## src/rtl/cp_bypass_net.sv

```systemverilog
// Operand bypass network: forwards write-back data from NUM_SRC pipeline stages to NUM_RD read
// ports, with a retire shadow, a long-immediate prefix register and a load-use interlock.
module cp_bypass_net #(
    parameter int DATA_W    = 32,
    parameter int ADDR_W    = 5,
    parameter int NUM_SRC   = 3,
    parameter int NUM_RD    = 2,
    parameter int IMM_W     = 16,
    parameter int STALL_MAX = 7
) (
    input  logic                      iClk,
    input  logic                      iReset,
    input  logic [NUM_SRC*ADDR_W-1:0] iSrc_Addr,
    input  logic [NUM_SRC*DATA_W-1:0] iSrc_Data,
    input  logic [NUM_SRC-1:0]        iSrc_Write_Enable,
    input  logic [NUM_SRC-1:0]        iSrc_Ready,
    input  logic [NUM_RD*ADDR_W-1:0]  iRd_Addr,
    input  logic [NUM_RD*DATA_W-1:0]  iRF_Data,
    input  logic                      iSelect_Imm,
    input  logic [DATA_W-1:0]         iImm,
    input  logic                      iLimm_Valid,
    input  logic [DATA_W-IMM_W-1:0]   iLimm_Value,
    input  logic                      iIs_SUB,
    input  logic                      iAdvance,
    output logic [NUM_RD*DATA_W-1:0]  oOperand,
    output logic [DATA_W-1:0]         oStore_Data,
    output logic                      oStall,
    output logic                      oStall_Timeout
);

    typedef enum logic {IDLE, STALL} state_t;

    state_t                    state_q, state_d;
    logic [2:0]                cnt_q, cnt_d;
    logic                      timeout_q, timeout_d;
    logic                      shadow_valid_q, shadow_valid_d;
    logic [ADDR_W-1:0]         shadow_addr_q;
    logic [DATA_W-1:0]         shadow_data_q;
    logic [DATA_W-IMM_W-1:0]   limm_q, limm_d;
    logic                      limm_valid_q, limm_valid_d;

    logic [DATA_W-1:0]         byp [NUM_RD];
    logic [NUM_RD-1:0]         port_hazard;
    logic                      hazard;
    logic                      advance_ok;
    logic [DATA_W-1:0]         imm_b;
    logic [DATA_W-1:0]         opb;
    logic                      rsubi;

    // Sources are scanned oldest to youngest so the youngest match overrides the rest.
    always_comb begin
        for (int p = 0; p < NUM_RD; p++) begin
            // NOTE: every combinational output gets a default first so no latch is inferred.
            byp[p]         = iRF_Data[p*DATA_W +: DATA_W];
            port_hazard[p] = 1'b0;
            if (shadow_valid_q && shadow_addr_q == iRd_Addr[p*ADDR_W +: ADDR_W])
                byp[p] = shadow_data_q;
            for (int s = NUM_SRC - 1; s >= 0; s--) begin
                if (iSrc_Write_Enable[s] && iRd_Addr[p*ADDR_W +: ADDR_W] != '0 &&
                    iRd_Addr[p*ADDR_W +: ADDR_W] == iSrc_Addr[s*ADDR_W +: ADDR_W]) begin
                    byp[p]         = iSrc_Data[s*DATA_W +: DATA_W];
                    port_hazard[p] = ~iSrc_Ready[s];
                end
            end
        end
    end

    assign hazard     = |port_hazard;
    assign advance_ok = iAdvance & ~hazard;
    assign imm_b      = limm_valid_q ? {limm_q, iImm[IMM_W-1:0]} : iImm;
    assign opb        = iSelect_Imm ? imm_b : byp[1];
    assign rsubi      = iIs_SUB & iSelect_Imm;

    always_comb begin
        for (int p = 0; p < NUM_RD; p++)
            oOperand[p*DATA_W +: DATA_W] = byp[p];
        oOperand[0 +: DATA_W]      = rsubi ? opb : byp[0];
        oOperand[DATA_W +: DATA_W] = rsubi ? byp[0] : opb;
    end

    assign oStore_Data    = byp[1];
    assign oStall         = hazard;
    assign oStall_Timeout = timeout_q;

    always_comb begin
        state_d = state_q;
        cnt_d   = cnt_q;
        unique case (state_q)
            IDLE: begin
                cnt_d = 3'd0;
                if (hazard) state_d = STALL;
            end
            STALL: begin
                if (!hazard) begin
                    state_d = IDLE;
                    cnt_d   = 3'd0;
                end else if (cnt_q != 3'(STALL_MAX)) begin
                    cnt_d = cnt_q + 3'd1;
                end
            end
            default: state_d = IDLE;
        endcase
        timeout_d      = timeout_q | (hazard && cnt_d == 3'(STALL_MAX));
        limm_d         = (advance_ok && iLimm_Valid) ? iLimm_Value : limm_q;
        limm_valid_d   = advance_ok ? iLimm_Valid : limm_valid_q;
        shadow_valid_d = iSrc_Write_Enable[NUM_SRC-1] &&
                         iSrc_Addr[(NUM_SRC-1)*ADDR_W +: ADDR_W] != '0;
    end

    // NOTE: shadow addr/data are not reset; the valid bit alone gates their use.
    always_ff @(posedge iClk) begin
        shadow_addr_q <= iSrc_Addr[(NUM_SRC-1)*ADDR_W +: ADDR_W];
        shadow_data_q <= iSrc_Data[(NUM_SRC-1)*DATA_W +: DATA_W];
        if (iReset) begin
            // NOTE: state is updated with non-blocking assignments so every register sees pre-edge values.
            state_q        <= IDLE;
            cnt_q          <= 3'd0;
            timeout_q      <= 1'b0;
            shadow_valid_q <= 1'b0;
            limm_q         <= '0;
            limm_valid_q   <= 1'b0;
        end else begin
            state_q        <= state_d;
            cnt_q          <= cnt_d;
            timeout_q      <= timeout_d;
            shadow_valid_q <= shadow_valid_d;
            limm_q         <= limm_d;
            limm_valid_q   <= limm_valid_d;
        end
    end

endmodule

```

## config.mk

```make
export PLATFORM = sky130hd
export DESIGN_NAME = cp_bypass_net
export DESIGN_NICKNAME = d
export VERILOG_FILES = /design/src/rtl/cp_bypass_net.sv
export SDC_FILE = /design/constraint.sdc
export NUM_CORES = 1
export LEC_CHECK = 0
export BUFFER_PORTS_ARGS = -buffer_cell sky130_fd_sc_hd__buf_2
export CAP_MARGIN = 20
export CORE_AREA = 2 2 132 134
export CTS_CLUSTER_DIAMETER = 60
export DETAILED_ROUTE_END_ITERATION = 12
export DIE_AREA = 0 0 134 136
export GPL_TIMING_DRIVEN = 0
export PLACE_DENSITY = 0.73
export SETUP_SLACK_MARGIN = 0.05
export SYNTH_ARGS = -nofsm -noshare
export SYNTH_HDL_FRONTEND = slang
export SYNTH_SLANG_ARGS = --single-unit
```

## constraint.sdc

```tcl
create_clock -name iClk -period 4.4 [get_ports iClk]
set_clock_uncertainty 0.15 [all_clocks]
set_input_delay 0.66 -clock iClk [delete_from_list [all_inputs] [get_ports iClk]]
set_output_delay 0.66 -clock iClk [all_outputs]
set_load 0.02 [all_outputs]
```

; Yosys cells after proc, flatten, opt, wreduce, memory -nomap -nowiden
; Cells that the tools add are included.
[word_totals]
elab_cells = 70
ff_bits = 60
output_inout_bits = 98
[op_classes]
mux = 22
addsub = 1
bitwise = 8
n_eq_ne = 10
reduce_logical = 21
[ops]
columns = op, n
row1 = 32-bit two-way mux, 12
row2 = 5-bit == test, 8
row3 = 1-bit logical AND, 17
row4 = 5-bit nonzero test, 3
row5 = 1-bit two-way mux, 7
row6 = 3-bit two-way mux, 2
row7 = 3-bit case mux with 2 select lines, 1
row8 = 1-bit inverter, 5
row9 = 3-bit by 1-bit adder with 3-bit output (second input constant), 1
row10 = 3-bit == test (second input constant), 1
row11 = 3-bit != test (second input constant), 1
row12 = 1-bit AND, 2
row13 = 2-bit OR reduction, 1
row14 = 1-bit OR, 1

; Logic depth before layout (Yosys ltp)
; Gate-level depths: netlist of the first run.
[logic_depth]
depth_word = 12
ltp_mapped = 11
ltp_nobuf = 7

; Worst setup path before layout of the first run
; Ideal clock, no wire load.
[synth_timing]
path_type = input to output
from = input port iRd_Addr[2]
to = output port oOperand[23]
t_arrival_ps = 3071
path_slack_ps = 519
required_ps = 3590
path_stages = 8
cell_sequence = buf_2 > or4_4 > o211ai_1 > clkbuf_1 > nor3_1 > a211o_1 > a22o_1 > o21ai_0
[synth_between]
elab_chain_len = 7
[synth_rtl]
columns = element, line_no
row1 = from (decl), 17  ; input logic [NUM_RD*ADDR_W-1:0] iRd_Addr,
row2 = 5-bit == test or 5-bit nonzero test (tied branches), "56, 59"
row3 = 1-bit logical AND (on tied branches), "56, 59"
row4 = 32-bit two-way mux or 1-bit logical AND (tied branches), "56, 59"
row5 = 32-bit two-way mux (2 in series), 59  ; if (iSrc_Write_Enable[s] && iRd_Addr[p*ADDR_W +: ADDR_W] != '0 &&
row6 = 32-bit two-way mux *, 59
row7 = 32-bit two-way mux *, 77  ; oOperand[0 +: DATA_W] = rsubi ? opb : byp[0];
row8 = to (decl), 25  ; output logic [NUM_RD*DATA_W-1:0] oOperand,
; Every way passes the cells marked *; elsewhere a longest branch is shown, timed or not.

; Worst setup path after layout of the first run
[layout_timing]
from = input port iRd_Addr[7]
to = output port oOperand[39]
[layout_between]
elab_chain_len = 8
[layout_rtl]
columns = element, line_no
row1 = 5-bit == test or 5-bit nonzero test (tied branches), "56, 59"
row2 = 1-bit logical AND (on tied branches), "56, 59"
row3 = 32-bit two-way mux or 1-bit logical AND (tied branches), "56, 59"
row4 = 32-bit two-way mux (2 in series), 59
row5 = 32-bit two-way mux *, 59
row6 = 32-bit two-way mux *, 71  ; assign opb = iSelect_Imm ? imm_b : byp[1];
row7 = 32-bit two-way mux *, 78  ; oOperand[DATA_W +: DATA_W] = rsubi ? byp[0] : opb;
; Marked as above.

==> impl_metrics.ini, run 1 <==
[run]
cap_violations = 0

[timing]
drv_slew = 0
max_slew_margin = 0.370
finalSetupViolations = 0
max_freq_mhz = 235
finalSetupTns_ns = 0
layout_min_cycle_time_ns = 4.26
finalHoldViolations = 0
whs_ns = 0.299
period_share = 0.969
worst_slew_pin_slew_ns = 0.938
rsz0062_at_grt = yes

[power_and_ir_drop]
total_power_mw = 2.07
ir_worst_vdd_mv = 0.166
p_clk_frac = 0.330
netSwitchingFraction = 0.371
intPower_mw = 1.30
combPwrFrac = 0.387
p_sw_mw = 0.767
leakage_nw = 3.97
powerDensity_nw_per_um2 = 250
p_seq_frac = 0.283

[cts]
cts_root_buf = clkbuf_16
cts.htree.levels = 3
clk_latency_ns = 0.33
clk_path_buf_depth = 2
clkTransAtPathRegs_ns = 0.06
cts_sinks = 60
numCtsBuffers = 9
cts_tree = yes

[synth]
synth_xor_area_frac = 0.0598
synth_top_cell_by_area = dfxtp_1
synth_compound_area_frac = 0.306
synth_top_area_share = 0.200
synthArstFlopShare = 0
yosys_warnings = 0
synthTopCellsByCount = mux2i_1 (77), o21ai_0 (69), dfxtp_1 (60)
synthAdderAreaFrac = 0.00208
yosys-mux-area-fraction = 0.170
syn_avg_cell_area_um2 = 7.74
synthTopCellsByArea = dfxtp_1 (20%), mux2i_1 (13%), o21ai_0 (5.7%)
yosysMostFrequentCell = mux2i_1
syn_area_um2 = 6010
synth_ff_type = dfxtp_1
synth-seq-area-share = 0.200
synth_edf_count = 0
synth_cells = 776
synth_top_family_by_area = compound AO/OA/AOI/OAI gates
synthDistinctLibCells = 54
synth_nets = 1022
synth-simple-area-share = 0.195
ys_ff_latch = 60

[worst_hold_path]
min_path_type = in2reg

[finish]
final_nets = 1369
area_delta_synth_final_pct = 38.0
drive_gt1_frac = 0.363

[placed_design]
dp_hpwl_mm = 23.6
portBuffers = 330
gp_congestion = 0.931

[run_status]
outcome = finished clean

[grt]
grt_max_degree = 11
track_usage = 0.308
antenna_found_initial = 4
grt_pass1_wl_mm = 42.6
grt_pass1_vias = 7395
grt-ovfl-total = 0

[die]
die_area_um2 = 18200
core_area_um2 = 16900
dieHeight_um = 136
initial_core_util = 0.356
num_rows = 48
die_x_um = 134
ios = 343

[route]
drt_wl_total_mm = 29.7
final_antenna_net_count = 0
drtIter0Drc = 748
first_pass_iters = 5
routedWlPerCell_um = 21.9
vias = 7938
drc = 0
via_per_inst = 5.86

[worst_setup_path]
max_stage_delay_ns = 0.74
crit_required_ns = 3.59
critPathMaxFanout = 10
startpoint_type = input port
crit_path_end_kind = primary output
crit_arrival_ns = 3.45
path_class = in2out
cp_slowest_cell = nor3_1
path_cells = clkbuf_1, xnor2_1, nand4_1, nor3_1, nor2_1, clkbuf_2, a221o_1, o22a_1, buf_2
worst max-delay path: cells and delay by family:
kind,cells,cell delay [ns]
simple gates,3,1.17
xor+xnor,1,0.16
compound gates,2,0.65
buf+inv,3,0.79
layout by cell type, fill, tap and decap left out, types with 4 or more instances in the layout:
cell type	Yosys	routed
xor2_1	14	14
and2_1	6	6
dfxtp_1	60	60
inv_1	19	19
buf_2	13	342
clkbuf_2	1	8
clkbuf_1	56	50
xnor2_1	27	27
nand2_1	44	44
mux2i_1	77	77
clkbuf_16	0	9
nand4_1	5	5
a21oi_1	19	19
nor2_1	42	42
nand2b_1	33	33
o22ai_1	5	5
a22o_1	11	11
nor3_1	38	37
a2bb2oi_1	13	13
o21ai_0	69	69
o22a_1	30	30
a211oi_1	33	33
a221o_1	29	29
buf_4	1	7
a21o_1	15	15
nand3_1	20	20
a211o_1	12	12
mux2_2	22	22
and3_1	18	18
nor4_1	4	4
power groups by stage:
stage          combinational, mW  clock [mW]  sequential [mW]
3_5_place_dp               0.777           0            0.597
6_report                   0.800       0.683            0.586
3_3_place_gp               0.772           0            0.596
5_1_grt                    0.846       0.708            0.588
2_1_floorplan              0.450           0            0.593
4_1_cts                    0.783       0.695            0.585
worst paths after layout:
kind	from	to	slack, ns	cells after the start
setup / recovery	iRd_Addr[7]	oOperand[39]	0.14	9
hold / removal	iSrc_Data[89]	shadow_data_q[25]	0.30	1
setup reg to reg	limm_valid_q	limm_valid_q	2.62	5
hold reg to reg	oStall_Timeout	oStall_Timeout	0.32	2
kinds of logic (layout without fill, tap and decap cells):
logic type,count (synthesis),in the layout
mux,99,99
fa+ha+maj,1,1
other cells,0,2
flops,60,60
buf+inv,96,447
xor+xnor,41,41
compound gates,251,251
simple gates,228,228
state kept, by name, indices dropped and copies added, names as in the netlist:
register        flops
shadow_addr_q       5
cnt_q               3
oStall_Timeout      1
shadow_valid_q      1
limm_q             16
limm_valid_q        1
shadow_data_q      32
state_q             1
cell type report:
cell class              count  area [um2]
repair buffers            336        1700
inverters                  19        71.3
clock inverters             4        25.0
clock buffers              11         253
multi-input cells         620        4400
fillers                  1693        8590
plain buffers              77         352
well taps                 225         282
flip-flops and latches     60        1200
diodes                      2        5.00
routing by layer:
| metal | global-route usage | share of wire | vias to the layer above |
|---|---|---|---|
| met5 | 0 | 0.00037 | - |
| met3 | 0.0623 | 0.10 | 80 |
| met2 | 0.487 | 0.45 | 545 |
| li1 | - | - | 3596 |
| met4 | 0.119 | 0.028 | 2 |
| met1 | 0.414 | 0.42 | 3715 |
per-stage QoR:
stage / setup WS (ns) / std cells / instance area [um2] / utilization
2_1_floorplan: 0.519 / 776 / 6010 / -
3_3_place_gp: -0.0900 / 1331 / 7940 / 0.471
3_5_place_dp: -0.0541 / 1331 / 7940 / 0.471
4_1_cts: 0.0522 / 1348 / 8240 / 0.488
5_1_grt: 0.00762 / 1354 / 8290 / 0.491
6_report: 0.136 / 1354 / 8290 / 0.491
what timing repair did:
item                       CTS  global route
gates resized for setup      3            13
buffers inserted             2             4
setup endpoints to repair    5            40
pin swaps                    1             1
cloned                       0             0
hold buffers                 0             0
Power figures use the tool's default switching activity.
==> inputs of run 2 (changes only) <==
--- a/config.mk
+++ b/config.mk
@@ -13,6 +13,7 @@
 export DIE_AREA = 0 0 134 136
 export GPL_TIMING_DRIVEN = 0
 export PLACE_DENSITY = 0.73
+export RECOVER_POWER = 50
 export SETUP_SLACK_MARGIN = 0.05
 export SYNTH_ARGS = -nofsm -noshare
 export SYNTH_HDL_FRONTEND = slang
==> run 2 against run 1 <==
Against the previous run:
- routed wire length is 0.54% lower
- combinational power down 2%
- die area unchanged
- global-route usage did not move
- sequential share of layout area is 0.18 points higher
- critical path depth increased by 1
- setup slack improved by 0.00089 ns
==> impl_metrics.ini, run 2 (synthesis results as in run 1) <==
[cts]
clk_latency_ns = 0.33
cts_sinks = 60
cts_tree = yes
clk_path_buf_depth = 2
numCtsBuffers = 9
clkTransAtPathRegs_ns = 0.06
cts_root_buf = clkbuf_16
postCtsHoldBufs = 0
cts.htree.levels = 3

[timing]
max_slew_margin = 0.162
max_freq_mhz = 235
finalHoldViolations = 0
worst_slew_pin_slew_ns = 1.25
setup_ws_ns = 0.137
rsz0062_at_grt = yes
finalSetupViolations = 0
period_share = 0.969
layout_min_cycle_time_ns = 4.26
drv_slew = 0

[worst_hold_path]
min_path_type = in2reg
hold_depth = 1

[finish]
largest_register_ffs = 32
utilization = 0.485
drive_gt1_frac = 0.312
layoutNonFillerInstCount = 1354
fill_cells = 1724
reg.largest.list = shadow_data_q (32), limm_q (16), shadow_addr_q (5)
largest-register = shadow_data_q
final_common_cell = buf_2
finish.instance_area_um2 = 8190
mostFrequentLayoutCells = buf_2 (288), clkbuf_1 (104), mux2i_1 (77)
area_delta_synth_final_pct = 36.3
final_nets = 1369

[route]
final_antenna_net_count = 0
drc = 0
via_per_inst = 5.79
first_pass_iters = 5
drt_wl_total_mm = 29.6
routedWlPerCell_um = 21.8
vias = 7842
drtIter0Drc = 676

[placed_design]
placed_cells = 1331
dpl_cell_area_um2 = 7940
dp_hpwl_mm = 23.6
portBuffers = 330
gp_congestion = 0.931
pre_cts_slack_ns = -0.0541

[worst_setup_path]
cp_slowest_cell = clkbuf_1
path_cells = clkbuf_1, or4_4, nor2_2, nor4_1, nand2_1, clkbuf_1, o22a_1, and3_1, o22a_1, buf_2
critPathMaxFanout = 10
worst-r2r-cell-count = 5
crit_required_ns = 3.59
crit_path_end_kind = primary output
crit_arrival_ns = 3.45
path_class = in2out
max_stage_delay_ns = 0.63
startpoint_type = input port

[die]
ios = 343
dieHeight_um = 136
num_rows = 48
core_area_um2 = 16900
die_area_um2 = 18200
die_x_um = 134
initial_core_util = 0.356

[power_and_ir_drop]
ir_worst_vdd_mv = 0.165
total_power_mw = 2.05
powerDensity_nw_per_um2 = 251
leakage_nw = 3.81

[grt]
grt_pass1_wl_mm = 42.6
track_usage = 0.308
grt_pass1_vias = 7395
antenna_found_initial = 4
grt-ovfl-total = 0
grt_max_degree = 11

[run]
cap_violations = 0

[run_status]
outcome = finished clean
run 2: changes by cell type in the layout (fill, tap and decap cells not counted), sizes merged:
| cell | previous run | this run |
|---|---|---|
| buf | 353 | 298 |
| clkbuf | 71 | 126 |
run 2: per-layer routing:
metal  part of all wire  vias to the layer above  GRT usage
met4              0.028                        2      0.119
met1               0.43                     3681      0.414
met2               0.45                      479      0.487
met3              0.094                       82     0.0623
li1                   -                     3598          -
met5            0.00037                        -          0
run 2: final timing paths:
check	from	end	slack (ns)
max	iRd_Addr[2]	oOperand[39]	0.14
max reg2reg	limm_valid_q	limm_valid_q	2.61
min reg2reg	limm_q[4]	limm_q[4]	0.32
min	iSrc_Data[89]	shadow_data_q[25]	0.32
run 2: critical path: cells and delay by family:
| kind | cells | cell delay, ns |
|---|---|---|
| AND/OR/NAND/NOR | 5 | 1.31 |
| buffers and inverters | 3 | 0.99 |
| AO/OA/AOI/OAI | 2 | 0.49 |
run 2: area by class of cell:
cell class,instances,area [um2],area share
Antenna cell,2,5.00,0.000611
Inverter,19,71.3,0.00871
Tap cell,225,282,0.0344
Sequential cell,60,1200,0.147
Buffer,77,340,0.0416
Clock inverter,4,25.0,0.00306
Clock buffer,11,253,0.0309
Timing Repair Buffer,336,1630,0.199
Multi-Input combinational cell,620,4380,0.535
run 2: power breakdown:
part / total, mW / switching, mW / internal (mW)
combinational: 0.788 / 0.475 / 0.313
sequential: 0.586 / 0.0143 / 0.572
clock: 0.681 / 0.274 / 0.407
total: 2.05 / 0.763 / 1.29
run 2: through the flow:
| stage | hold WS, ns | setup TNS, ns |
|---|---|---|
| 6_report | 0.320 | 0 |
| 5_1_grt | 0.315 | 0 |
| 4_1_cts | 0.285 | 0 |
| 3_5_place_dp | 0.311 | -0.0812 |
| 3_3_place_gp | 0.307 | -0.0933 |
| 2_1_floorplan | 0.294 | 0 |
run 2: repair_timing:
action                     in CTS  in global routing
resized for setup               3                 13
pin swaps                       1                  1
setup endpoints to repair       5                 40
buffers inserted                2                  4
